===== src/rtl/multiplier.sv =====
// Sequential radix-2 shift-add 32x32 multiplier for the HI/LO path; dataOut = {HI, LO}.
// Optional signed MULT support is enabled by defining MULT_SIGNED_EN.
module multiplier #(
   parameter int          WIDTH = 32,
   parameter logic [5:0]  MULTU = 6'b011001,
   parameter logic [5:0]  MULT  = 6'b011000
) (
   input  logic                 clk,
   input  logic                 reset,
   input  logic [WIDTH-1:0]     dataA,
   input  logic [WIDTH-1:0]     dataB,
   input  logic [5:0]           Signal,
   output logic [2*WIDTH-1:0]   dataOut,
   output logic                 busy,
   output logic                 done
);

   localparam int CW = $clog2(WIDTH + 1);
   localparam logic [CW-1:0] LAST = CW'(WIDTH - 1);

   localparam logic [1:0] IDLE = 2'd0;
   localparam logic [1:0] RUN  = 2'd1;
   localparam logic [1:0] DONE = 2'd2;

   logic [1:0]           state;
   logic [WIDTH-1:0]     mcand;
   logic [2*WIDTH-1:0]   prod;
   logic [CW-1:0]        counter;

   logic                 start;
   logic                 held;
   logic [WIDTH-1:0]     load_a;
   logic [WIDTH-1:0]     load_b;
   logic [WIDTH:0]       sum;
   logic [2*WIDTH-1:0]   next_prod;
   logic [2*WIDTH-1:0]   result;

`ifdef MULT_SIGNED_EN
   logic [5:0]           opcode;
   logic                 neg;
   logic                 is_mult;
   logic                 neg_load;

   always_comb begin
      is_mult  = (Signal == MULT);
      start    = (Signal == MULTU) || is_mult;
      held     = (Signal == opcode);
      load_a   = (is_mult && dataA[WIDTH-1]) ? -dataA : dataA;
      load_b   = (is_mult && dataB[WIDTH-1]) ? -dataB : dataB;
      neg_load = is_mult && (dataA[WIDTH-1] ^ dataB[WIDTH-1]);
   end
`else
   always_comb begin
      start  = (Signal == MULTU);
      held   = start;
      load_a = dataA;
      load_b = dataB;
   end
`endif

   // 33-bit upper sum keeps the carry, which becomes the new MSB after the shift
   always_comb begin
      sum = {1'b0, prod[2*WIDTH-1:WIDTH]};
      if (prod[0])
         sum = sum + {1'b0, mcand};
      next_prod = {sum, prod[WIDTH-1:1]};
`ifdef MULT_SIGNED_EN
      result = neg ? -next_prod : next_prod;
`else
      result = next_prod;
`endif
   end

   always_ff @(posedge clk) begin
      if (!reset) begin
         state   <= IDLE;
         mcand   <= '0;
         prod    <= '0;
         counter <= '0;
         dataOut <= '0;
         busy    <= 1'b0;
         done    <= 1'b0;
`ifdef MULT_SIGNED_EN
         opcode  <= '0;
         neg     <= 1'b0;
`endif
      end else begin
         done <= 1'b0;
         case (state)
            IDLE: begin
               if (start) begin
                  mcand   <= load_a;
                  prod    <= {{WIDTH{1'b0}}, load_b};
                  counter <= '0;
                  busy    <= 1'b1;
                  state   <= RUN;
`ifdef MULT_SIGNED_EN
                  opcode  <= Signal;
                  neg     <= neg_load;
`endif
               end
            end
            RUN: begin
               if (held) begin
                  prod    <= next_prod;
                  counter <= counter + 1'b1;
                  if (counter == LAST) begin
                     dataOut <= result;
                     done    <= 1'b1;
                     busy    <= 1'b0;
                     state   <= DONE;
                  end
               end else begin
                  busy  <= 1'b0;
                  state <= IDLE;
               end
            end
            DONE: begin
               if (!held)
                  state <= IDLE;
            end
            default: state <= IDLE;
         endcase
      end
   end

endmodule


===== config.mk =====
export PLATFORM = sky130hd
export DESIGN_NAME = multiplier
export DESIGN_NICKNAME = d
export VERILOG_FILES = /design/src/rtl/multiplier.sv
export SDC_FILE = /design/constraint.sdc
export NUM_CORES = 1
export LEC_CHECK = 0
export BUFFER_PORTS_ARGS = -buffer_cell sky130_fd_sc_hd__buf_2
export CAP_MARGIN = 20
export CORE_UTILIZATION = 40
export DETAILED_ROUTE_END_ITERATION = 8
export PLACE_DENSITY = 0.6
export RECOVER_POWER = 50
export SLEW_MARGIN = 15
export SYNTH_ARGS = -nofsm -noshare
export SYNTH_HDL_FRONTEND = slang
export SYNTH_SLANG_ARGS = --single-unit
export TNS_END_PERCENT = 1

===== constraint.sdc =====
create_clock -name clk -period 2.7 [get_ports clk]
set_input_delay 0.135 -clock clk [delete_from_list [all_inputs] [get_ports clk]]
set_output_delay 0.135 -clock clk [all_outputs]
set_load 0.005 [all_outputs]

==> results.md, run 1 <==
- Sequential cell area: ~3400 um^2
- Final WL: 21100 um
- Cell type with the largest total area after synthesis: dfxtp_1
- WL/cell: 14.9 um
- Synth-to-layout area growth: 23.5%
- I/O Pins: between 100 and 150
- Pin slew with the least headroom to its limit: 0.866 ns
- Pwr per Cell Area: 500 nW/um^2
- Via/cell ratio: 5.06
- Final min period: 2.54 ns
- GRT Util Overall: 20.1%
- Switch Pwr: 0.00119 W
- Cells after Synth: 982
- Worst setup SP type: register
- Reg power frac: 48.3%
- Ratio of cells with drive above 1 in the final layout: 17.2%
- Worst-case clock buffer depth: 2
- Design Area, Final: roughly 10000 um^2
- Vias in the first global route: 6900
- Crit end category: register
- Layout Nets: 1241
- Int Power: 0.00404 W
- Core ar.: about 20000 um^2
- Final worst-path cycle share: 93.9%
- Synth cell count leaders: 238 x nand2_1, 170 x dfxtp_1, 65 x a21boi_0
- Relative slew slack: a little over two fifths
- Max Slew Vio Count: 0
- Worst vdd ir: 0.000348 V
- Initial Util: slightly above 40%
- Logic pwr share: 3.8%
- Avg Inst Size Synth: 8.63 um^2
- FP Rows: 52
- IO Port Bufs: 137
- Die X: 148 um
- Placed inst area: about 9500 um^2
- Switching power share of the total: 22.7%
- Final Skew: 0.00897 ns
- Skew-Pair Late Insertion Delay: 0.43 ns
- Status: complete, no violations
- Asr flop ratio synth: 0%
- Sequential share of the synthesized area: roughly two fifths
- Cells after DPL: approximately 1400
- CP arrival: 2.83 ns
- Num CTS Buffers: 17
- Multi-input gate area: 4830 um^2
- Most common cell in the netlist: nand2_1
- Initial antenna violation count: 2
- DRC errors left: 0
- Primary FF master, synth: dfxtp_1
- Top cell type's share of synthesized area: 40.2%
- F_max: 394 MHz
- Netlist cell types: between 50 and 60
- DIE AREA: 21800 um^2
- TritonCTS clock tree: built
- Syn nets: ~1100
- Synthesized cell area: 8470 um^2
- First-pass GRT wire length: roughly 35000 um
- Router iterations before antenna repair: 4
- RD Place Congestion: 0.838
- Fill cell count: 2001
- Antenna viol nets, final: 0
- RSZ-0062 raised after global routing: yes
- Worst hold path class: in2reg
- Maxcap violations: 0
- DRT iter0 DRCs: 241
- Clock network power share: 47.9%
- Worst Path Required: roughly 3.0 ns
- Maximum level of the CTS H-tree: 4
- Critical path fanouts, max: 3
- Detailed-route via count: a little over 7000
- Leakage: 4.80 nW
- Largest net degree at the start of global routing: around 140
- DP Wirelength: 14400 um
- Clock-pin slew on the worst setup and hold paths: 0.07 ns
- Non-Filler Instances: roughly 1400
- Post-synth EDFFs: 0
- Critical path class: reg2reg
- Area contributors post-synth: dfxtp_1 40%, nand2_1 11%, mux2i_1 7.0%
- Clock sink count: 170
- Yosys reg bits: 170
- Root buffer cell: clkbuf_16
- Ys Warns: 0
- Grt ovf: 0
- Chip height: 148 um
- Fin. Hold Viols: 0
- Final setup vio count: 0
[path summary, 6_finish.rpt]
check,from,end,slack (ns),cells past startpoint
setup / recovery,prod[32],prod[55],0.16,11
hold / removal,dataB[5],prod[5],0.06,4
setup reg to reg,prod[32],prod[55],0.16,11
hold reg to reg,dataOut[28],dataOut[28],0.46,2
[timing repair]
| item | 4_1_cts | 5_1_grt |
|---|---|---|
| resized for setup | 0 | 13 |
| endpoints found under the setup margin | 0 | 30 |
| setup buffers | 0 | 1 |
| hold endpoints to repair | 31 | 1 |
| hold buffers | 31 | 1 |
[per-layer routing]
layer,GRT usage [%],vias up,share of wire [%]
met5,0,-,0.052
met4,5.62,2,1.3
met3,4.69,21,3.3
met2,32.8,112,46
met1,26.6,3308,49
li1,-,3740,-
[through the flow]
stage | hold slack (ns) | power [W] | util (%) | setup TNS, ns | setup slack [ns]
4_1_cts | 0.00274 | 0.00529 | 51.0 | 0 | 0.0109
2_1_floorplan | 0.270 | 0.00267 | - | 0 | 0.123
3_5_place_dp | 0.389 | 0.00275 | 46.6 | 0 | 0.0363
6_report | 0.0613 | 0.00523 | 51.0 | 0 | 0.164
3_3_place_gp | 0.382 | 0.00275 | 46.6 | 0 | 0.0655
5_1_grt | 0.0504 | 0.00541 | 51.0 | -0.0526 | -0.0188
[worst max-delay path: stages, from the launching register on]
cell	delay, ns
dfxtp_1	0.33
ha_2	0.19
fa_2	0.35
a21oi_2	0.15
o21ai_1	0.10
a21oi_2	0.25
a21oi_2	0.11
a21boi_0	0.31
o21ai_1	0.13
xor2_1	0.16
mux2i_1	0.23
o21ai_1	0.10
[power groups by stage]
stage / logic (W) / clock network (W) / registers [W]
2_1_floorplan: 0.0000910 / 0 / 0.00258
3_3_place_gp: 0.000168 / 0 / 0.00258
3_5_place_dp: 0.000167 / 0 / 0.00258
4_1_cts: 0.000202 / 0.00256 / 0.00252
5_1_grt: 0.000219 / 0.00267 / 0.00253
6_report: 0.000200 / 0.00250 / 0.00253
[registers in the layout (all words and copies together) (netlist names)]
name,count
counter,6
dataOut,64
prod,64
busy,1
mcand,32
done,1
state,2
[logic make-up (layout without fill, tap and decap cells)]
logic type | Yosys count | in the layout | synth area share, %
AO/OA/AOI/OAI | 280 | 280 | 24.1
XOR/XNOR | 29 | 29 | 3.00
adder cells (fa/ha/maj) | 34 | 34 | 5.11
buffers and inverters | 79 | 245 | 3.59
flip-flops | 170 | 170 | 40.2
multiplexers | 61 | 61 | 7.28
other | 0 | 1 | 0
AND/OR/NAND/NOR | 329 | 329 | 16.7
[placed cells by master (no fill, tap or decap), drive strengths merged, types with 4 or more instances in the layout]
cell,Yosys,routed
a21boi,73,73
a21o,12,12
a21oi,55,55
a31oi,5,5
and2,21,21
buf,12,127
clkbuf,55,60
dfxtp,170,170
dlygate4sd3,0,32
ha,33,33
inv,12,18
mux2i,59,59
nand2,238,238
nand2b,5,5
nand3,26,26
nand4,4,4
nor2,12,12
nor2b,5,5
nor3,6,6
o211a,50,50
o211ai,4,4
o21ai,60,60
o21bai,5,5
o31ai,4,4
xnor2,19,19
xor2,10,10
[layout make-up]
class	count	share of cell area [%]
tap	270	3.23
multi-input combinational	733	46.2
clock buffer	18	4.20
sequential	170	32.6
antenna	1	0.0239
inverter	12	0.431
timing repair buffer	201	11.8
clock inverter	14	1.53
Power figures use the tool's default switching activity.
==> run 2: changes to the inputs <==
--- a/config.mk
+++ b/config.mk
@@ -8,6 +8,7 @@
 export BUFFER_PORTS_ARGS = -buffer_cell sky130_fd_sc_hd__buf_2
 export CAP_MARGIN = 20
 export CORE_UTILIZATION = 40
+export CTS_BUF_LIST = sky130_fd_sc_hd__clkbuf_16
 export DETAILED_ROUTE_END_ITERATION = 8
 export PLACE_DENSITY = 0.6
 export RECOVER_POWER = 50
==> run 2 against run 1 <==
- total power is 0.63% lower
- combinational power hardly changed
- via count hardly changed
- global-route usage hardly changed
- sequential cell count stayed put
- register-to-register slack hardly changed
- worst setup slack worse by 0.0013 ns
- largest power group unchanged
==> results.md, run 2 (synthesis gave the netlist of run 1 again) <==
- Maxcap violations: 0 (unchanged)
- Antenna viol nets, final: 0 (unchanged)
- Grt ovf: 0 (unchanged)
- Most common cell after layout, fill and taps aside: nand2_1
- WL/cell: 14.9 um (about the same)
- Non-Filler Instances: 1419 (unchanged)
- Switching power share of the total: 22.8% (+0.057 points)
- Clock network power share: 47.5% (-0.4 points)
- Fill cell count: 2001 (unchanged)
- DRT iter0 DRCs: 255 (+5.8%)
- IO Port Bufs: 137 (unchanged)
- First-pass GRT wire length: 35100 um (about the same)
- Worst path top cell family by delay: compound AO/OA/AOI/OAI gates
- F_max: 394 MHz (about the same)
- I/O Pins: 138 (unchanged)
- Leakage: 4.79 nW (-0.12%)
- Cells after DPL: 1353 (unchanged)
- Root buffer cell: clkbuf_16
- Relative slew slack: 41.9% (-0.34 points)
- Die X: 148 um (unchanged)
- Worst-case clock buffer depth: 2 (unchanged)
- Status: complete, no violations
- Core ar.: 20500 um^2 (unchanged)
- DP Wirelength: 14400 um (unchanged)
- DIE AREA: 21800 um^2 (unchanged)
- Critical path class: reg2reg
- Largest net degree at the start of global routing: 138 (unchanged)
- Final min period: 2.54 ns (+0.00131 ns)
- Initial antenna violation count: 2 (unchanged)
- Top flop regs: dataOut: 64 flops, prod: 64 flops, mcand: 32 flops
- Skew-Pair Late Insertion Delay: 0.43 ns (about the same)
- FP Rows: 52 (unchanged)
- Reg2reg end: prod[55]
- Worst R2R Start: prod[32]
- Buf/Inv on CP: 0 (unchanged)
- Layout Nets: 1241 (unchanged)
- CP max stage cell: fa_2
- Crit end category: register
- Via/cell ratio: 5.06 (about the same)
- Pwr Total: 0.00519 W (-0.63%)
- Clock sink count: 170 (unchanged)
- Slowest cell delay on critical path: 0.35 ns (about the same)
- Worst R2R Path Depth: 11 (unchanged)
- Reg power frac: 48.6% (+0.3 points)
- Logic pwr share: 3.8% (about the same)
- Int Power: 0.00401 W (-0.71%)
- Switch Pwr: 0.00118 W (-0.39%)
- Chip height: 148 um (unchanged)
- DRC errors left: 0 (unchanged)
- Worst hold stages: 4 (unchanged)
- CP arrival: 2.83 ns (about the same)
- Critical path fanouts, max: 3 (unchanged)
- Final worst-path cycle share: 94.0% (about the same)
- Synth-to-layout area growth: 23.4% (about the same)
- Num CTS Buffers: 17 (unchanged)
- Fin. Hold Viols: 0 (unchanged)
- Worst hold start: dataB[5]
- Ratio of cells with drive above 1 in the final layout: 17.2% (-0.087 points)
- Post-Place Worst Slack: 0.0363 ns (unchanged)
- Final WL: 21100 um (about the same)
- Worst setup SP type: register
- Most frequent cells in the layout: 238 x nand2_1, 168 x dfxtp_1, 98 x buf_2
- Maximum level of the CTS H-tree: 4 (unchanged)
- Initial Util: 41.3% (unchanged)
- Worst vdd ir: 0.000347 V (-0.21%)
- Vias in the first global route: 6904 (+0.058%)
- RSZ-0062 raised after global routing: yes
- Pwr per Cell Area: 497 nW/um^2 (-0.54%)
- Worst Path Required: 3.00 ns (about the same)
- Worst-path cell chain: ha_2 -> fa_2 -> a21oi_2 -> o21ai_1 -> a21oi_2 -> a21oi_2 -> a21boi_0 -> o21ai_1 -> xor2_1 -> mux2i_1 -> o21ai_1
- Router iterations before antenna repair: 4 (unchanged)
- Worst setup margin: 0.162 ns (-0.00131 ns)
- Final setup vio count: 0 (unchanged)
- Final Skew: 0.0117 ns (+0.00278 ns)
- TNS Setup: 0 ns (unchanged)
- Max Slew Vio Count: 0 (unchanged)
- Utilization after layout: 51.0% (about the same)
- Hold Path End: prod[5]
- Reg2reg setup slack: 0.16 ns (about the same)
- Clock-pin slew on the worst setup and hold paths: 0.07 ns (about the same)
- Pin slew with the least headroom to its limit: 0.871 ns (+0.00507 ns)
- Worst hold path class: in2reg
- RD Place Congestion: 0.838 (unchanged)
- Detailed-route via count: 7179 (-0.056%)
- TritonCTS clock tree: built
- GRT Util Overall: 20.1% (about the same)
run 2: cell types whose count changed in the layout (fill, tap and decap cells not counted), sizes merged:
cell | previous run | this run
clkinv | 3 | 4
clkbuf | 60 | 59
run 2: worst max path at each step:
stage,start,to,slack (ns),cells past startpoint
2_1_floorplan,mcand[0],dataOut[59],0.12,11
3_3_place_gp,mcand[0],prod[56],0.07,11
3_5_place_dp,mcand[0],prod[56],0.04,11
4_1_cts,mcand[0],dataOut[59],0.01,11
5_1_grt,mcand[1],prod[56],-0.02,10
6_report,prod[32],prod[55],0.16,11
run 2: power groups by stage:
stage,Combinational [W],Clock [W],Sequential [W]
final,0.000200,0.00247,0.00253
after global routing,0.000219,0.00264,0.00253
after CTS,0.000202,0.00253,0.00252
after detailed placement,0.000167,0,0.00258
after global placement,0.000168,0,0.00258
after floorplan,0.0000910,0,0.00258
run 2: metrics by stage:
stage | hold slack [ns] | cell area [um^2]
4_1_cts | 0.00274 | 10400
6_report | 0.0589 | 10500
5_1_grt | 0.0504 | 10400
3_5_place_dp | 0.389 | 9550
2_1_floorplan | 0.270 | 8470
3_3_place_gp | 0.382 | 9550
run 2: layout make-up:
| class | instances | area [um^2] | area share [%] |
|---|---|---|---|
| multi-input cells | 733 | 4830 | 46.2 |
| clock inverters | 15 | 164 | 1.57 |
| inverters | 12 | 45.0 | 0.431 |
| clock buffers | 17 | 425 | 4.07 |
| flip-flops and latches | 170 | 3410 | 32.6 |
| well taps | 270 | 338 | 3.23 |
| repair buffers | 201 | 1240 | 11.9 |
| diodes | 1 | 2.50 | 0.0239 |
run 2: per-layer routing:
metal / vias up / share of wire (%) / GRT usage, %
met5: - / 0.052 / 0
met4: 2 / 1.4 / 5.62
met2: 128 / 46 / 32.7
met3: 18 / 3.7 / 4.69
met1: 3289 / 48 / 26.6
li1: 3742 / - / -
run 2: timing repair:
item	in CTS	in global routing
setup endpoints to repair	0	30
gates resized for setup	0	13
setup buffers	0	1
hold buffers	31	1
hold endpoints to repair	31	1
run 2: tightest hold or removal path, delay by kind of cell:
family / cells / cell delay [ns]
multiplexers: 1 / 0.05
buffers and inverters: 1 / 0.08
AO/OA/AOI/OAI: 1 / 0.13
AND/OR/NAND/NOR: 1 / 0.06
